`src/rtl/led_blinker.sv`:
```
// led_blinker: four toggle generators (c100/c50/c10/c1 clocks per half-period), {i_switch_1,i_switch_2} picks one, i_enable gates it onto o_led_drive; dbg_* ports exist only under LED_BLINKER_DBG_EN
module led_blinker #(
  parameter int c100 = 125000,
  parameter int c50  = 250000,
  parameter int c10  = 1250000,
  parameter int c1   = 12500000
) (
  input  logic i_clock,
  input  logic i_reset,
  input  logic i_enable,
  input  logic i_switch_1,
  input  logic i_switch_2,
  output logic o_led_drive
`ifdef LED_BLINKER_DBG_EN
  ,
  output logic dbg_t100,
  output logic dbg_t50,
  output logic dbg_t10,
  output logic dbg_t1,
  output logic dbg_temp_o_led
`endif
);
  localparam int cs [4] = '{c100, c50, c10, c1};
  logic [3:0] t;
  logic temp_o_led;
  for (genvar g = 0; g < 4; g++) begin : gen
    localparam int c = cs[g];
    localparam int w = $clog2(c);
    logic [w-1:0] cnt;
    logic tog;
    always_ff @(posedge i_clock) begin
      if (i_reset) begin
        cnt <= '0;
        tog <= 1'b0;
      end else if (cnt == w'(c - 1)) begin
        cnt <= '0;
        tog <= ~tog;
      end else begin
        cnt <= cnt + w'(1);
      end
    end
    assign t[g] = tog;
  end
  always_comb temp_o_led = t[{i_switch_1, i_switch_2}];
  assign o_led_drive = temp_o_led & i_enable;
`ifdef LED_BLINKER_DBG_EN
  assign dbg_t100 = t[0];
  assign dbg_t50 = t[1];
  assign dbg_t10 = t[2];
  assign dbg_t1 = t[3];
  assign dbg_temp_o_led = temp_o_led;
`endif
endmodule

```
`config.mk`:
```
export PLATFORM = sky130hd
export DESIGN_NAME = led_blinker
export DESIGN_NICKNAME = d
export VERILOG_FILES = /design/src/rtl/led_blinker.sv
export SDC_FILE = /design/constraint.sdc
export NUM_CORES = 1
export LEC_CHECK = 0
export BUFFER_PORTS_ARGS = -buffer_cell sky130_fd_sc_hd__buf_2
export CAP_MARGIN = 0
export CORE_ASPECT_RATIO = 0.5
export CORE_UTILIZATION = 67
export CTS_CLUSTER_SIZE = 14
export DETAILED_ROUTE_END_ITERATION = 10
export PLACE_DENSITY = 0.95
export SETUP_SLACK_MARGIN = 0.15
export SYNTH_ARGS = -nofsm -noshare
export SYNTH_HDL_FRONTEND = slang
export SYNTH_SLANG_ARGS = --single-unit
```
`constraint.sdc`:
```
create_clock -name i_clock -period 5.9 [get_ports i_clock]
set_input_delay 0.59 -clock i_clock [delete_from_list [all_inputs] [get_ports i_clock]]
set_output_delay 0.59 -clock i_clock [all_outputs]
set_load 0.03 [all_outputs]
```
## Word level (Yosys, flattened, before mapping)

Cells that the tools add are included.
W data, S select, Z words.

| word-level totals | value |
|---|---|
| bits in registers | 84 |
| latch bits | 0 |
| bits in writable memories | 0 |
| memory bits (read-only) | 0 |
| logic and storage cells | 28 |
| memories | 0 |

| cells by class | value |
|---|---|
| add/sub/neg operators | 4 |
| multipliers | 0 |
| div/mod/pow operators | 0 |
| order comparisons | 1 |
| eq/ne operators | 4 |
| shift operators | 0 |
| multiplexer cells | 2 |
| bitwise logic cells | 5 |
| reduce and logical (&&, ||, !) cells | 4 |

Operators with widths:

| cell | count |
|---|---|
| $add A24 B1 Y24 const B | 1 |
| $eq A24 B24 Y1 const B | 1 |
| $add A21 B1 Y21 const B | 1 |
| $eq A21 B21 Y1 const B | 1 |
| $add A18 B1 Y18 const B | 1 |
| $eq A18 B18 Y1 const B | 1 |
| $add A17 B1 Y17 const B | 1 |
| $eq A17 B17 Y1 const B | 1 |
| $reduce_or A2 Y1 | 4 |
| $not A1 Y1 | 4 |
| $lt A2 B3 Y1 const B | 1 |
| $bmux W1 S2 | 1 |
| $and A1 B1 Y1 | 1 |
| $mux W1 | 1 |

## Longest topological paths before layout

Gate-level depths: netlist (run 1).

| logic depth | value |
|---|---|
| word-level depth | 3 |
| mapped depth | 7 |
| depth with buffers taken out | 5 |

## Least setup slack after synthesis (run 1)

No wires, ideal clock.

| timing path | value |
|---|---|
| path kind | reg-to-reg |
| start | register gen[3].cnt[0] |
| end | register gen[3].cnt[20] |
| setup time | 70 ps |
| arrival time | 1971 ps |
| required time | 5830 ps |
| setup slack | 3859 ps |
| stages on the path, launching flop included | 7 |
| clock period less this slack | 2041 ps |
| path through | dfxtp_1 > ha_1 > nand4_1 > or4_1 > buf_2 > or4_1 > a21oi_1 |

| between the ends | value |
|---|---|
| word-level cells in the longest chain between the ends | 2 |
| elaborated cells between the ends (all ways) | 3 |

RTL lines:

| element | RTL line | RTL |
|---|---|---|
| start: declaration | 29 | `logic [w-1:0] cnt;` |
| start signal: assignment | 39 | `cnt <= cnt + w'(1);` |
| parallel branches: the longest is 2 deep, another holds $add A24 B1 Y24 | - |  |

Several ways; the timed one is not identified.
A chain may end at the register's enable or synchronous reset.

## Worst setup path after layout (run 1)

| timing path | value |
|---|---|
| start | register gen[0].cnt[0] |
| end | register gen[0].cnt[16] |

| between the ends | value |
|---|---|
| word-level cells in the longest chain between the ends | 2 |
| elaborated cells between the ends (all ways) | 3 |

RTL lines:

| element | RTL line |
|---|---|
| start: declaration | 29 |
| start signal: assignment | 39 |
| parallel branches: the longest is 2 deep, another holds $add A17 B1 Y17 | - |

Several ways; the timed one is not identified.

==> flow_metrics.tcl, run 1 <==
set metrics [dict create \
    status "finished clean" \
    min_path_cells 1 \
    core-area_um2 5515 \
    detail_route.iter0.violations 359 \
    synth-compound-area-share_pct 9.250 \
    ios 6 \
    reg2reg_from "gen[0].cnt[0]" \
    dr_total_vias 3453 \
    r2r_cells 5 \
    grt_max_degree 18 \
    firstDrtPassIters 5 \
    syn_nets 461 \
    fmax_mhz 403.1 \
    syn_inst 451 \
    wl_mm 8.955 \
    area_growth_pct 9.705 \
    timing.final.ws_setup_ns 3.419 \
    fp-row-count 19 \
    synth_top_family_by_area "simple AND/OR/NAND/NOR gates" \
    cp-end-kind "register" \
    crit_arrival_ns 2.71 \
    root_buffer "clkbuf_16" \
    netlist.top_cell.by_area "dfxtp_1" \
    synthFlopType "dfxtp_1" \
    post-cts-setup-buffer-count 0 \
    drc 0 \
    hold_start "gen[1].cnt[0]" \
    avgSynthCellArea_um2 8.548 \
    clock_path_buffers 2 \
    postSynth.asyncResetShare_pct 0 \
    grt_pass1_wl_mm 14.76 \
    cts_resized 0 \
    tightest_slew_ns 1.177 \
    worstPathRequired_ns 6.13 \
    finalHoldViolations 0 \
    cp-start-kind "register" \
    ys_ff_latch 84 \
    path_class "reg -> reg" \
    clock-sinks 84 \
    clk_latency_ns 0.34 \
    vias_per_cell 6.527 \
    ant_nets 0 \
    synth_area_leaders "dfxtp_1, nor2_1, xor2_1, xnor2_1, a21oi_1" \
    yosysSeqAreaShare_pct 43.62 \
    gp_congestion 0.8521 \
    path_max_fanout 17 \
    placed_cells 513 \
    wl_per_cell_um 16.93 \
    min_period_over_period_pct 42.05 \
    cts_buffers 9 \
    power_leakage_nw 1.348 \
    hp-class "reg -> reg" \
    port_buffers 5 \
    die_x_um 109.3 \
    pre_cts_ws_ns 3.622 \
    finalNonFillerCells 529 \
    syn_area_um2 3855 \
    n_antenna_cell 0 \
    nNetsFinal 461 \
    vdd_drop_max_mv 0.2377 \
    grtUsageTotal_pct 31.88 \
    fin_skew_ns 0.007355 \
    powerDensity_nw_per_um2 287.0 \
    holdBufCountCts 0 \
    setup_viol 0 \
    critPathLaunch "gen[0].cnt[0]" \
    dp_hpwl_mm 5.026 \
    fin_util_pct 76.68 \
    die_y_um 55.64 \
    cts_tree "built" \
    htreeDepth 3 \
    synth_edf_count 0 \
    rsz0062_at_grt "no" \
    grt.overflow.total 0 \
    die_area_um2 6079 \
    first_global_vias 3058 \
    synth_xor_area_share_pct 10.22 \
    maxCapViolCount 0 \
    muxShareOfSynthArea_pct 0.8763 \
    fin_crit_ns 2.481 \
    synth_top_area_share_pct 43.62 \
    start_util_pct 69.90 \
    relSlewSlack_pct 21.02 \
    antenna_found_initial 0 \
    synthSimpleGateAreaFrac_pct 31.13 \
    drive_gt1_share_pct 6.579 \
    setup_tns_ns 0 \
    clk_pin_slew_worst_paths_ns 0.06 \
    synthAdderAreaFrac_pct 1.623 \
    slew_viol_final 0 \
    yosys_warnings 0 \
    synth_cell_types 41 \
]
-- kinds of logic (layout without fill, tap and decap cells) --
family,after synthesis,count (layout)
buffers and inverters,30,35
adders and majority gates,5,5
and+or+nand+nor,222,222
muxes,2,2
xor gates and xnor gates,45,45
AOI/OAI and AO/OA,63,63
DFF,84,84
-- layout by cell type, fill, tap and decap left out, types with 2 or more instances in the layout --
master | Yosys | routed
dfxtp_1 | 84 | 84
nor2_1 | 63 | 63
nand3_1 | 29 | 29
a21oi_1 | 29 | 29
nand2_1 | 26 | 26
xor2_1 | 23 | 23
xnor2_1 | 22 | 22
nand4_1 | 21 | 21
o21ai_0 | 21 | 20
or3_1 | 18 | 18
or4_1 | 15 | 15
inv_1 | 12 | 12
nor3_1 | 11 | 11
clkbuf_16 | 0 | 9
and4_1 | 8 | 8
o31ai_1 | 9 | 8
and3_1 | 6 | 6
ha_1 | 5 | 5
buf_2 | 4 | 5
and2_1 | 4 | 4
nor4_1 | 4 | 4
nor4b_1 | 3 | 3
o21ai_1 | 1 | 2
nor4bb_1 | 2 | 2
nand4b_1 | 2 | 2
nand2b_1 | 2 | 2
clkbuf_1 | 11 | 2
bufinv_16 | 0 | 2
buf_4 | 2 | 2
-- sequential cells by signal (all words and copies together) (netlist names) --
signal   count
gen.tog      4
gen.cnt     80
-- cell usage after synthesis (3+ instances only) --
library cell and number:
nand4_1 21, buf_2 4, nand3_1 29, and2_1 4
nor4_1 4, xor2_1 23, ha_1 5, dfxtp_1 84
nor3_1 11, inv_1 12, clkbuf_1 11, and4_1 8
o31ai_1 9, nor2_1 63, xnor2_1 22, or3_1 18
nand2_1 26, and3_1 6, a21oi_1 29, or4_1 15
o21ai_0 21, nor4b_1 3
-- power breakdown --
group          total (W)  switching, W  internal, W
logic          0.0000292     0.0000192    0.0000100
registers       0.000582    0.00000793     0.000574
clock network   0.000602      0.000221     0.000382
total            0.00121      0.000248     0.000966
-- cell type report --
cell class / count / area, um^2
multi-input cells: 337 / 2052
repair buffers: 7 / 40.04
well taps: 73 / 91.34
inverters: 12 / 45.04
clock buffers: 12 / 246.5
clock inverters: 4 / 72.57
fillers: 333 / 1286
flip-flops and latches: 84 / 1682
-- worst max-delay path, stage by stage, from the launching register on --
cell and delay [ns]:
dfxtp_1 0.39, ha_1 0.24, nor4bb_1 0.34, nand4_1 0.20
o21ai_1 0.95, o21ba_2 0.27
-- stage by stage --
| stage | area (um^2) | power [W] | hold WS [ns] |
|---|---|---|---|
| after CTS | 4229 | 0.001213 | 0.4745 |
| after floorplan | 3855 | 0.0006141 | 0.4292 |
| after global placement | 3910 | 0.0006202 | 0.4476 |
| final | 4229 | 0.001214 | 0.4701 |
| after detailed placement | 3910 | 0.0006223 | 0.4529 |
| after global routing | 4229 | 0.001250 | 0.5024 |
-- path summary, 6_finish.rpt --
path                                        to  slack [ns]
worst max-delay path            gen[0].cnt[16]        3.42
worst min register to register   gen[1].cnt[0]        0.47
worst max register to register  gen[0].cnt[16]        3.42
worst min-delay path             gen[1].cnt[0]        0.47
-- per-layer routing --
metal	up-vias	global-route usage, %	share of wire [%]
li1	1609	-	-
met1	1622	38.25	40
met2	185	51.84	49
met3	37	11.12	7.9
met4	0	14.10	2.7
met5	-	0	0
Power figures use the tool's default switching activity.
==> run 2, diff against run 1 <==
Settings changed: CORE_UTILIZATION 67 to 56, PLACE_DENSITY 0.95 to 0.87.
Clock period 5.9 ns to 2.2 ns, I/O delays scaled along.
==> flow_metrics.tcl, run 2 (synthesis results as in run 1) <==
set metrics [dict create \
    die_y_um 60.67 \
    setup_tns_ns 0 \
    mostFrequentLayoutCell "dfxtp_1" \
    min_period_over_period_pct 91.80 \
    die_x_um 119.3 \
    path_cells "or4b_1 -> or4_4 -> or3_1 -> a21oi_2" \
    critical_path.max_stage_delay_ns 0.56 \
    clock_path_buffers 2 \
    rsz0062_at_grt "yes" \
    area_growth_pct 14.41 \
    fin_crit_ns 2.020 \
    hp-class "in -> reg" \
    path_class "reg -> reg" \
    slowest_stage "or4_4" \
    root_buffer "clkbuf_16" \
    fp-row-count 20 \
    fillers 474 \
    ios 6 \
    nNetsFinal 477 \
    ant_nets 0 \
    fin_skew_ns 0.007334 \
    cp-start-kind "register" \
    vdd_drop_max_mv 0.5171 \
    port_buffers 5 \
    maxCapViolCount 0 \
    relSlewSlack_pct 68.15 \
    finalHoldViolations 0 \
    slew_viol_final 0 \
    gp_congestion 0.7859 \
    die_area_um2 7240 \
    cts_buffers 9 \
    cts_tree "built" \
    setup_viol 0 \
    start_util_pct 60.65 \
    drive_gt1_share_pct 12.08 \
    power_leakage_nw 1.430 \
    path_max_fanout 3 \
    dp_hpwl_mm 5.176 \
    stdcell_area_um2 4410 \
    grtUsageTotal_pct 24.58 \
    cp-end-kind "register" \
    n_antenna_cell 0 \
    detail_route.iter0.violations 365 \
    wl_per_cell_um 14.98 \
    grt_pass1_wl_mm 13.92 \
    core-area_um2 6356 \
    drc 0 \
    crit_arrival_ns 2.30 \
    holdBufCountCts 0 \
    status "finished clean" \
    route.met2.wl_mm 4.047 \
    clk_pin_slew_worst_paths_ns 0.06 \
    firstDrtPassIters 5 \
    clk_latency_ns 0.34 \
    fmax_mhz 495.2 \
    powerDensity_nw_per_um2 744.3 \
    reg.largest.list "gen.cnt: 80 flops, gen.tog: 4 flops" \
    clock-sinks 84 \
    dr_total_vias 3395 \
    first_global_vias 3065 \
    tightest_slew_ns 0.4742 \
    grt.overflow.total 0 \
    layout_common_cells "dfxtp_1, nor2_1, nand3_1" \
    htreeDepth 3 \
    grt_max_degree 21 \
    dr.max_layer_used "met4" \
    drt-met1-wl_mm 3.713 \
    worstPathRequired_ns 2.48 \
    antenna_found_initial 0 \
    met3_length_um 459 \
    largest_reg_flops 80 \
    wl_mm 8.387 \
    top_register "gen.cnt" \
    placed_area_um2 4039 \
    vias_per_cell 6.063 \
]
[run 2: critical path, delay by kind of cell, from the launching register on]
family	cells	cell delay (ns)
simple gates	3	1.49
flops	1	0.34
compound gates	1	0.13
[run 2: repair_timing]
item | CTS | global route
setup endpoints to repair | 4 | 20
resized for setup | 2 | 7
setup buffers | 0 | 2
pin swaps | 1 | 4
cloned | 0 | 1
[run 2: final cells by class]
cell class	count	area [um^2]	area share, %
tap	88	110.1	2.496
multi-input combinational	338	2082	47.21
clock inverter	7	97.59	2.213
sequential	84	1685	38.21
timing repair buffer	22	165.2	3.745
clock buffer	9	225.2	5.106
inverter	12	45.04	1.021
[run 2: routing by layer]
| metal | GRT usage (%) | vias to the layer above |
|---|---|---|
| met5 | 0 | - |
| met4 | 10.54 | 0 |
| met3 | 6.861 | 20 |
| met2 | 43.69 | 112 |
| met1 | 29.03 | 1611 |
| li1 | - | 1652 |
[run 2: worst paths after layout]
kind / startpoint / endpoint / slack (ns) / cells after the start
worst max-delay path: gen[1].cnt[9] / gen[1].tog / 0.18 / 4
worst min-delay path: i_reset / gen[1].tog / 0.19 / 2
worst max register to register: gen[1].cnt[9] / gen[1].tog / 0.18 / 4
worst min register to register: gen[0].cnt[0] / gen[0].cnt[0] / 0.47 / 1
[run 2: where the power goes]
group	leakage [nW]	switching (W)	internal, W	total (W)
Combinational	0.597	0.0000546	0.0000399	0.0000945
Clock	0.152	0.000630	0.000999	0.00163
Sequential	0.680	0.0000193	0.00154	0.00156
[run 2: through the flow]
step / utilization, % / total power [W] / cells / hold slack [ns] / setup WS, ns
final: 69.39 / 0.003283 / 560 / 0.1938 / 0.1805
after floorplan: - / 0.001647 / 451 / 0.4292 / 0.1593
after detailed placement: 63.54 / 0.001681 / 541 / 0.4575 / 0.07781
after CTS: 68.74 / 0.003298 / 557 / 0.1821 / 0.1673
after global routing: 69.39 / 0.003376 / 560 / 0.1971 / 0.1176
after global placement: 63.54 / 0.001677 / 541 / 0.4440 / 0.1450
